===== src/rtl/sigmoid_pkg.sv =====
// Shared constants for the PLAN sigmoid datapath.
// Purpose: derives ONE, segment thresholds and segment offsets from FRAC, plus segment codes.
// Contents: plan_consts_t / plan_consts(), SEG_S0..SEG_S3.
package sigmoid_pkg;

  // Segment codes produced in stage 1 and consumed in stage 2.
  localparam logic [1:0] SEG_S0 = 2'd0;
  localparam logic [1:0] SEG_S1 = 2'd1;
  localparam logic [1:0] SEG_S2 = 2'd2;
  localparam logic [1:0] SEG_S3 = 2'd3;

  // All values are in the Q.FRAC domain, kept 32 bits wide and narrowed by the user.
  typedef struct packed {
    logic [31:0] one;
    logic [31:0] thr_s1;   // 1.0
    logic [31:0] thr_s2;   // 2.375
    logic [31:0] thr_s3;   // 5.0
    logic [31:0] off_s0;   // 0.5
    logic [31:0] off_s1;   // 0.625
    logic [31:0] off_s2;   // 0.84375
  } plan_consts_t;

  function automatic plan_consts_t plan_consts(input int frac);
    plan_consts_t c;
    c.one    = 32'(1) << frac;
    c.thr_s1 = c.one;
    c.thr_s2 = 32'(19) << (frac - 3);
    c.thr_s3 = 32'(5) * c.one;
    c.off_s0 = c.one >> 1;
    c.off_s1 = (32'(5) * c.one) >> 3;
    c.off_s2 = (32'(27) * c.one) >> 5;
    return c;
  endfunction

endpackage


===== src/rtl/sigmoid_plan_lane.sv =====
// One lane of the PLAN sigmoid: sigma(x) and sigma'(x) = y*(1-y).
// Latency: 3 register stages, all advancing together on adv; sat is combinational from x.
// Backpressure: every stage holds its contents while adv is low.
// Ports: clk, rst (sync, active high), adv (stage enable), x (signed Q.FRAC),
//        y = sigma(x), dy = sigma'(x), sat = |x| >= 5.0 for the beat currently on x.
module sigmoid_plan_lane
  import sigmoid_pkg::*;
#(
  parameter int WIDTH = 16,
  parameter int FRAC  = 12
) (
  input  logic             clk,
  input  logic             rst,
  input  logic             adv,
  input  logic [WIDTH-1:0] x,
  output logic [WIDTH-1:0] y,
  output logic [WIDTH-1:0] dy,
  output logic             sat
);

  localparam plan_consts_t PC = plan_consts(FRAC);
  localparam logic [WIDTH-1:0] ONE      = WIDTH'(PC.one);
  localparam logic [WIDTH-1:0] THR_S1   = WIDTH'(PC.thr_s1);
  localparam logic [WIDTH-1:0] THR_S2   = WIDTH'(PC.thr_s2);
  localparam logic [WIDTH-1:0] THR_S3   = WIDTH'(PC.thr_s3);
  localparam logic [WIDTH-1:0] OFF_S0   = WIDTH'(PC.off_s0);
  localparam logic [WIDTH-1:0] OFF_S1   = WIDTH'(PC.off_s1);
  localparam logic [WIDTH-1:0] OFF_S2   = WIDTH'(PC.off_s2);
  localparam logic [WIDTH-1:0] MOST_NEG = {1'b1, {(WIDTH-1){1'b0}}};
  localparam logic [WIDTH-1:0] MAX_POS  = {1'b0, {(WIDTH-1){1'b1}}};

  // Stage 1 state
  logic             sign_q, sign_d;
  logic [WIDTH-1:0] a_q, a_d;
  logic [1:0]       seg_q, seg_d;
  // Stage 2 state
  logic [WIDTH-1:0] y2_q, y2_d;
  // Stage 3 state
  logic [WIDTH-1:0] act_q, act_d;
  logic [WIDTH-1:0] dy_q, dy_d;

  logic [WIDTH-1:0]   abs_x;
  logic [1:0]         seg_x;
  logic [WIDTH-1:0]   p;
  logic [2*WIDTH-1:0] prod;
  logic               unused_prod;

  // |x| with the most negative code clamped so it stays representable.
  always_comb begin
    if (x == MOST_NEG) begin
      abs_x = MAX_POS;
    end else if (x[WIDTH-1]) begin
      abs_x = -x;
    end else begin
      abs_x = x;
    end
    if (abs_x >= THR_S3) begin
      seg_x = SEG_S3;
    end else if (abs_x >= THR_S2) begin
      seg_x = SEG_S2;
    end else if (abs_x >= THR_S1) begin
      seg_x = SEG_S1;
    end else begin
      seg_x = SEG_S0;
    end
  end

  assign sat = (seg_x == SEG_S3);

  always_comb begin
    sign_d = sign_q;
    a_d    = a_q;
    seg_d  = seg_q;
    if (adv) begin
      sign_d = x[WIDTH-1];
      a_d    = abs_x;
      seg_d  = seg_x;
    end
  end

  // Piecewise-linear curve on |x|; negative inputs use the symmetry 1 - sigma(|x|).
  always_comb begin
    case (seg_q)
      SEG_S0:  p = (a_q >> 2) + OFF_S0;
      SEG_S1:  p = (a_q >> 3) + OFF_S1;
      SEG_S2:  p = (a_q >> 5) + OFF_S2;
      default: p = ONE;
    endcase
    y2_d = y2_q;
    if (adv) begin
      y2_d = sign_q ? (ONE - p) : p;
    end
  end

  // y lies in 0..ONE, so y*(ONE-y) >> FRAC never exceeds ONE/4 and fits in WIDTH bits.
  always_comb begin
    prod  = {{WIDTH{1'b0}}, y2_q} * {{WIDTH{1'b0}}, ONE - y2_q};
    act_d = act_q;
    dy_d  = dy_q;
    if (adv) begin
      act_d = y2_q;
      dy_d  = prod[FRAC +: WIDTH];
    end
  end

  assign unused_prod = ^{prod[2*WIDTH-1:FRAC+WIDTH], prod[FRAC-1:0]};

  always_ff @(posedge clk) begin
    if (rst) begin
      sign_q <= 1'b0;
      a_q    <= '0;
      seg_q  <= SEG_S0;
      y2_q   <= '0;
      act_q  <= '0;
      dy_q   <= '0;
    end else begin
      sign_q <= sign_d;
      a_q    <= a_d;
      seg_q  <= seg_d;
      y2_q   <= y2_d;
      act_q  <= act_d;
      dy_q   <= dy_d;
    end
  end

  assign y  = act_q;
  assign dy = dy_q;

endmodule


===== src/rtl/sigmoid_pipe_array.sv =====
// CH-lane sigmoid / sigmoid-prime pipeline with beat-level valid/ready and saturation stats.
// Latency: 3 cycles accept-to-out_valid, 1 beat/cycle sustained.
// Backpressure: in_ready = !out_valid | out_ready; the whole pipe freezes while it is low.
// Ports: clk, rst (sync, active high); in_valid/in_ready/in_data (CH x WIDTH, lane i at i*WIDTH);
//        out_valid/out_ready, act_out, prime_out (same packing); sat_count (saturating).
module sigmoid_pipe_array
  import sigmoid_pkg::*;
#(
  parameter int WIDTH = 16,
  parameter int FRAC  = 12,
  parameter int CH    = 4,
  parameter int CNT_W = 16
) (
  input  logic                clk,
  input  logic                rst,
  input  logic                in_valid,
  output logic                in_ready,
  input  logic [CH*WIDTH-1:0] in_data,
  output logic                out_valid,
  input  logic                out_ready,
  output logic [CH*WIDTH-1:0] act_out,
  output logic [CH*WIDTH-1:0] prime_out,
  output logic [CNT_W-1:0]    sat_count
);

  if ((FRAC < 3) || (WIDTH - FRAC < 4)) begin : g_bad_params
    $error("sigmoid_pipe_array: need FRAC >= 3 and WIDTH-FRAC >= 4");
  end

  logic             adv;
  logic             accept;
  logic [CH-1:0]    lane_sat;
  logic             v1_q, v1_d;
  logic             v2_q, v2_d;
  logic             v3_q, v3_d;
  logic [CNT_W-1:0] sat_cnt_q, sat_cnt_d;

  // A stalled output blocks the entire pipe, bubbles included, so all lanes stay aligned.
  assign adv      = !v3_q || out_ready;
  assign in_ready = adv;
  assign accept   = in_valid && adv;

  always_comb begin
    v1_d = v1_q;
    v2_d = v2_q;
    v3_d = v3_q;
    if (adv) begin
      v1_d = in_valid;
      v2_d = v1_q;
      v3_d = v2_q;
    end
    sat_cnt_d = sat_cnt_q;
    if (accept && (|lane_sat) && (sat_cnt_q != {CNT_W{1'b1}})) begin
      sat_cnt_d = sat_cnt_q + CNT_W'(1);
    end
  end

  always_ff @(posedge clk) begin
    if (rst) begin
      v1_q      <= 1'b0;
      v2_q      <= 1'b0;
      v3_q      <= 1'b0;
      sat_cnt_q <= '0;
    end else begin
      v1_q      <= v1_d;
      v2_q      <= v2_d;
      v3_q      <= v3_d;
      sat_cnt_q <= sat_cnt_d;
    end
  end

  for (genvar i = 0; i < CH; i++) begin : g_lane
    sigmoid_plan_lane #(
      .WIDTH(WIDTH),
      .FRAC (FRAC)
    ) u_lane (
      .clk(clk),
      .rst(rst),
      .adv(adv),
      .x  (in_data[i*WIDTH +: WIDTH]),
      .y  (act_out[i*WIDTH +: WIDTH]),
      .dy (prime_out[i*WIDTH +: WIDTH]),
      .sat(lane_sat[i])
    );
  end

  assign out_valid = v3_q;
  assign sat_count = sat_cnt_q;

endmodule


===== config.mk =====
export PLATFORM = sky130hd
export DESIGN_NAME = sigmoid_pipe_array
export DESIGN_NICKNAME = d
export VERILOG_FILES = /design/src/rtl/sigmoid_pkg.sv /design/src/rtl/sigmoid_plan_lane.sv /design/src/rtl/sigmoid_pipe_array.sv
export SDC_FILE = /design/constraint.sdc
export NUM_CORES = 2
export LEC_CHECK = 0
export ABC_AREA = 1
export CORE_UTILIZATION = 40
export CTS_BUF_LIST = sky130_fd_sc_hd__clkbuf_4 sky130_fd_sc_hd__clkbuf_8 sky130_fd_sc_hd__clkbuf_16
export CTS_CLUSTER_DIAMETER = 50
export DETAILED_ROUTE_END_ITERATION = 8
export HOLD_SLACK_MARGIN = 0.15
export PLACE_DENSITY = 0.62
export RECOVER_POWER = 50
export SYNTH_ARGS = -nofsm -noshare
export SYNTH_HDL_FRONTEND = slang
export SYNTH_SLANG_ARGS = --single-unit

===== constraint.sdc =====
create_clock -name clk -period 8.1 [get_ports clk]
set_clock_uncertainty 0.2 [all_clocks]
set_input_delay 2.43 -clock clk [delete_from_list [all_inputs] [get_ports clk]]
set_output_delay 2.43 -clock clk [all_outputs]
set_load 0.1 [all_outputs]

==> results.py <==
metrics = {
    "final_layout": {
        "multi_input_area_mm2": 0.03552,
        "syn2layout_area_growth_pct": 12.30,
        "final_cells": 8268,
        "stdcell_area_mm2": 0.05401,
        "diodes": 0,
        "regArea_mm2": 0.005587,
        "filler_cell_count": 12080,
        "nNetsFinal": 7859,
        "drive_above_1_share": 0.05849,
    },
    "die": {
        "core-area_mm2": 0.1186,
        "rows": 126,
        "die-area_mm2": 0.1216,
        "io_pins": 214,
        "start_util": 0.4057,
        "die_h_um": 348.8,
        "die_w_um": 348.8,
    },
    "sta": {
        "post-route-min-period_ps": 7713,
        "relSlewSlack": -0.9149,
        "fmax_ghz": 0.1297,
        "finalSetupViolations": 0,
        "period_share": 0.9522,
        "rsz0062_at_grt": "no",
        "tightest_slew_ps": 2872,
        "finalHoldViolations": 0,
        "fin_setup_tns_ps": 0,
        "final_max_slew_viol_count": 259,
        "fin_ws_ps": 387.4,
    },
    "worst_setup_path": {
        "cp_slowest_stage_delay_ps": 570,
        "critPathSlowestCell": "a2111oi_0",
        "crit_fanout": 11,
        "required_ps": 8460,
        "critical_path_class": "flop to flop",
        "cp-start-kind": "flop",
        "cp_common_cell": "inv_1",
        "arrival_ps": 8070,
        "worst_setup_path_end_kind": "flop",
    },
    "yosys": {
        "synth_common_cells": "inv_1 (1551), nand2_1 (1282), fa_1 (752), nor2_1 (586), ha_1 (413)",
        "ys_ff_latch": 279,
        "synthCells": 6472,
        "synthArstFlopShare": 0,
        "syn-num-nets": 7705,
        "synth_area_per_cell_um2": 7.431,
        "synth_top_cell_by_area": "fa_1",
        "ys_warn_count": 0,
        "synth_most_common_cell": "inv_1",
        "synth-edff-count": 0,
        "synth.distinct_cells": 69,
        "ys_seq_area_frac": 0.1161,
        "yosys-top-cells-area": "fa_1 (31%), inv_1 (12%), dfxtp_1 (12%)",
        "yosys.area.top_type_share": 0.3130,
        "synth_ff_type": "dfxtp_1",
        "syn_area_mm2": 0.04810,
    },
    "run_status": {
        "status": "finished with violations",
        "violations": "capacitance limit, slew limit",
    },
    "cts": {
        "cts_sinks": 279,
        "cts_tree": "yes",
        "root_buffer": "clkbuf_16",
        "ctsHoldBuffers": 0,
        "clk_latency_ps": 670,
        "cts_buffers": 52,
        "path_clk_slew_ps": 60,
        "clockBufferDepth": 3,
        "htree_num_levels": 2,
    },
    "worst_hold_path": {
        "hold_class": "flop to flop",
    },
    "detailed_routing": {
        "via_count": 41740,
        "wl_met2_mm": 66.22,
        "firstDrtPassIters": 6,
        "topRoutingLayerUsed": "met5",
        "drc": 0,
        "viasPerCell": 5.049,
        "routed_wl_mm": 147.9,
        "drtIter0Drc": 3086,
        "ant_nets": 0,
        "wl_met3_mm": 10.62,
        "wl_met1_mm": 66.67,
        "wl_per_cell_um": 17.89,
    },
    "placement": {
        "dp_hpwl_mm": 119.7,
        "post-place-cells": 8172,
        "detailed_place.area_mm2": 0.05218,
        "gp_congestion": 0.9598,
        "io_buffers": 213,
        "place_ws_ps": 431.1,
    },
    "power_and_ir_drop": {
        "power_density_mw_per_mm2": 419.4,
        "peakVddDrop_mv": 0.3524,
        "p_leak_nw": 28.00,
    },
    "global_routing": {
        "grt-ovfl-total": 0,
        "grt_pass1_wl_mm": 238.6,
        "antenna_found_initial": 3,
        "grt_usage": 0.2467,
        "grt_pass1_vias": 42610,
        "grt_max_degree": 156,
    },
    "flow_run": {
        "cap_violations": 4,
    },
}
## cells by family (layout without fill, tap and decap cells)
group           after synthesis  in the layout  synth area share
compound gates              772            772           0.09852
xor+xnor                    108            108           0.01998
fa+ha+maj                  1165           1165            0.4204
buf+inv                    1845           2041            0.1453
flops                       279            279            0.1161
simple gates               2303           2303            0.1996
## critical path: cells and delay by family (launching register included)
kind,cells,cell delay [ps]
buffers and inverters,7,1040
AOI/OAI and AO/OA,2,880
adders and majority gates,8,3620
DFF,1,320
and+or+nand+nor,11,1540
## what timing repair did
item,CTS,global route
resized for setup,0,2
endpoints found under the setup margin,0,6
setup buffers,0,0
## power by group
group / switching [mW] / total [mW] / internal (mW)
clock network: 0.917 / 2.36 / 1.44
logic: 12.2 / 18.4 / 6.18
registers: 0.216 / 1.87 / 1.65
## layout make-up
cell class,instances,share of cell area
clock inverters,37,0.008919
well taps,1600,0.03706
inverters,1626,0.1135
multi-input cells,4348,0.6577
clock buffers,59,0.02541
flip-flops and latches,279,0.1034
repair buffers,319,0.05395
## through the flow
| step | hold WS, ps | utilization | power (mW) |
|---|---|---|---|
| finish | 253.9 | 0.4556 | 22.65 |
| global route | 284.5 | 0.4556 | 25.20 |
| CTS | 257.6 | 0.4558 | 22.78 |
| detailed placement | 248.3 | 0.4401 | 20.20 |
| global placement | 244.4 | 0.4401 | 20.05 |
| floorplan | 229.7 | - | 14.77 |
## placed cells by master (no fill, tap or decap), types with 17 or more instances in the layout
| master | n |
|---|---|
| nor2_1 | 586 |
| buf_4 | 101 |
| fa_1 | 752 |
| nand4_1 | 53 |
| inv_2 | 34 |
| o21bai_1 | 27 |
| ha_1 | 413 |
| xnor2_1 | 31 |
| a31oi_1 | 25 |
| or2_2 | 22 |
| clkbuf_16 | 52 |
| clkinv_1 | 33 |
| dlygate4sd3_1 | 39 |
| inv_1 | 1552 |
| nand2_2 | 27 |
| nor3_1 | 50 |
| nand3_1 | 189 |
| nand2_1 | 1282 |
| xor2_1 | 75 |
| o21ai_0 | 247 |
| o221ai_1 | 32 |
| clkdlybuf4s50_1 | 172 |
| o211ai_1 | 62 |
| a21oi_1 | 256 |
| o21ai_1 | 17 |
| dfxtp_1 | 278 |
| nor2_2 | 27 |
## metal layers
layer  vias to the layer above  track usage
li1                      19880            -
met1                     20240       0.3446
met2                      1377       0.3919
met3                       247      0.03981
met4                         6      0.07170
met5                         -            0
## worst paths after layout
kind                            start                       to  slack (ps)  depth (start not counted)
max reg2reg  g_lane[1].u_lane.y2_q[6]  g_lane[1].u_lane.dy[14]         390                         28
min reg2reg                      v2_q                     v2_q         250                          2
min                              v2_q                     v2_q         250                          2
max          g_lane[1].u_lane.y2_q[6]  g_lane[1].u_lane.dy[14]         390                         28
## sequential cells by signal, indices dropped and copies added (netlist names)
name and cells:
g_lane.u_lane.a_q 56, g_lane.u_lane.dy 64, g_lane.u_lane.seg_q 8, g_lane.u_lane.sign_q 4
g_lane.u_lane.y 64, g_lane.u_lane.y2_q 64, out_valid 1, sat_count 16
v1_q 1, v2_q 1
No activity file was read; power rests on OpenSTA's default activity.
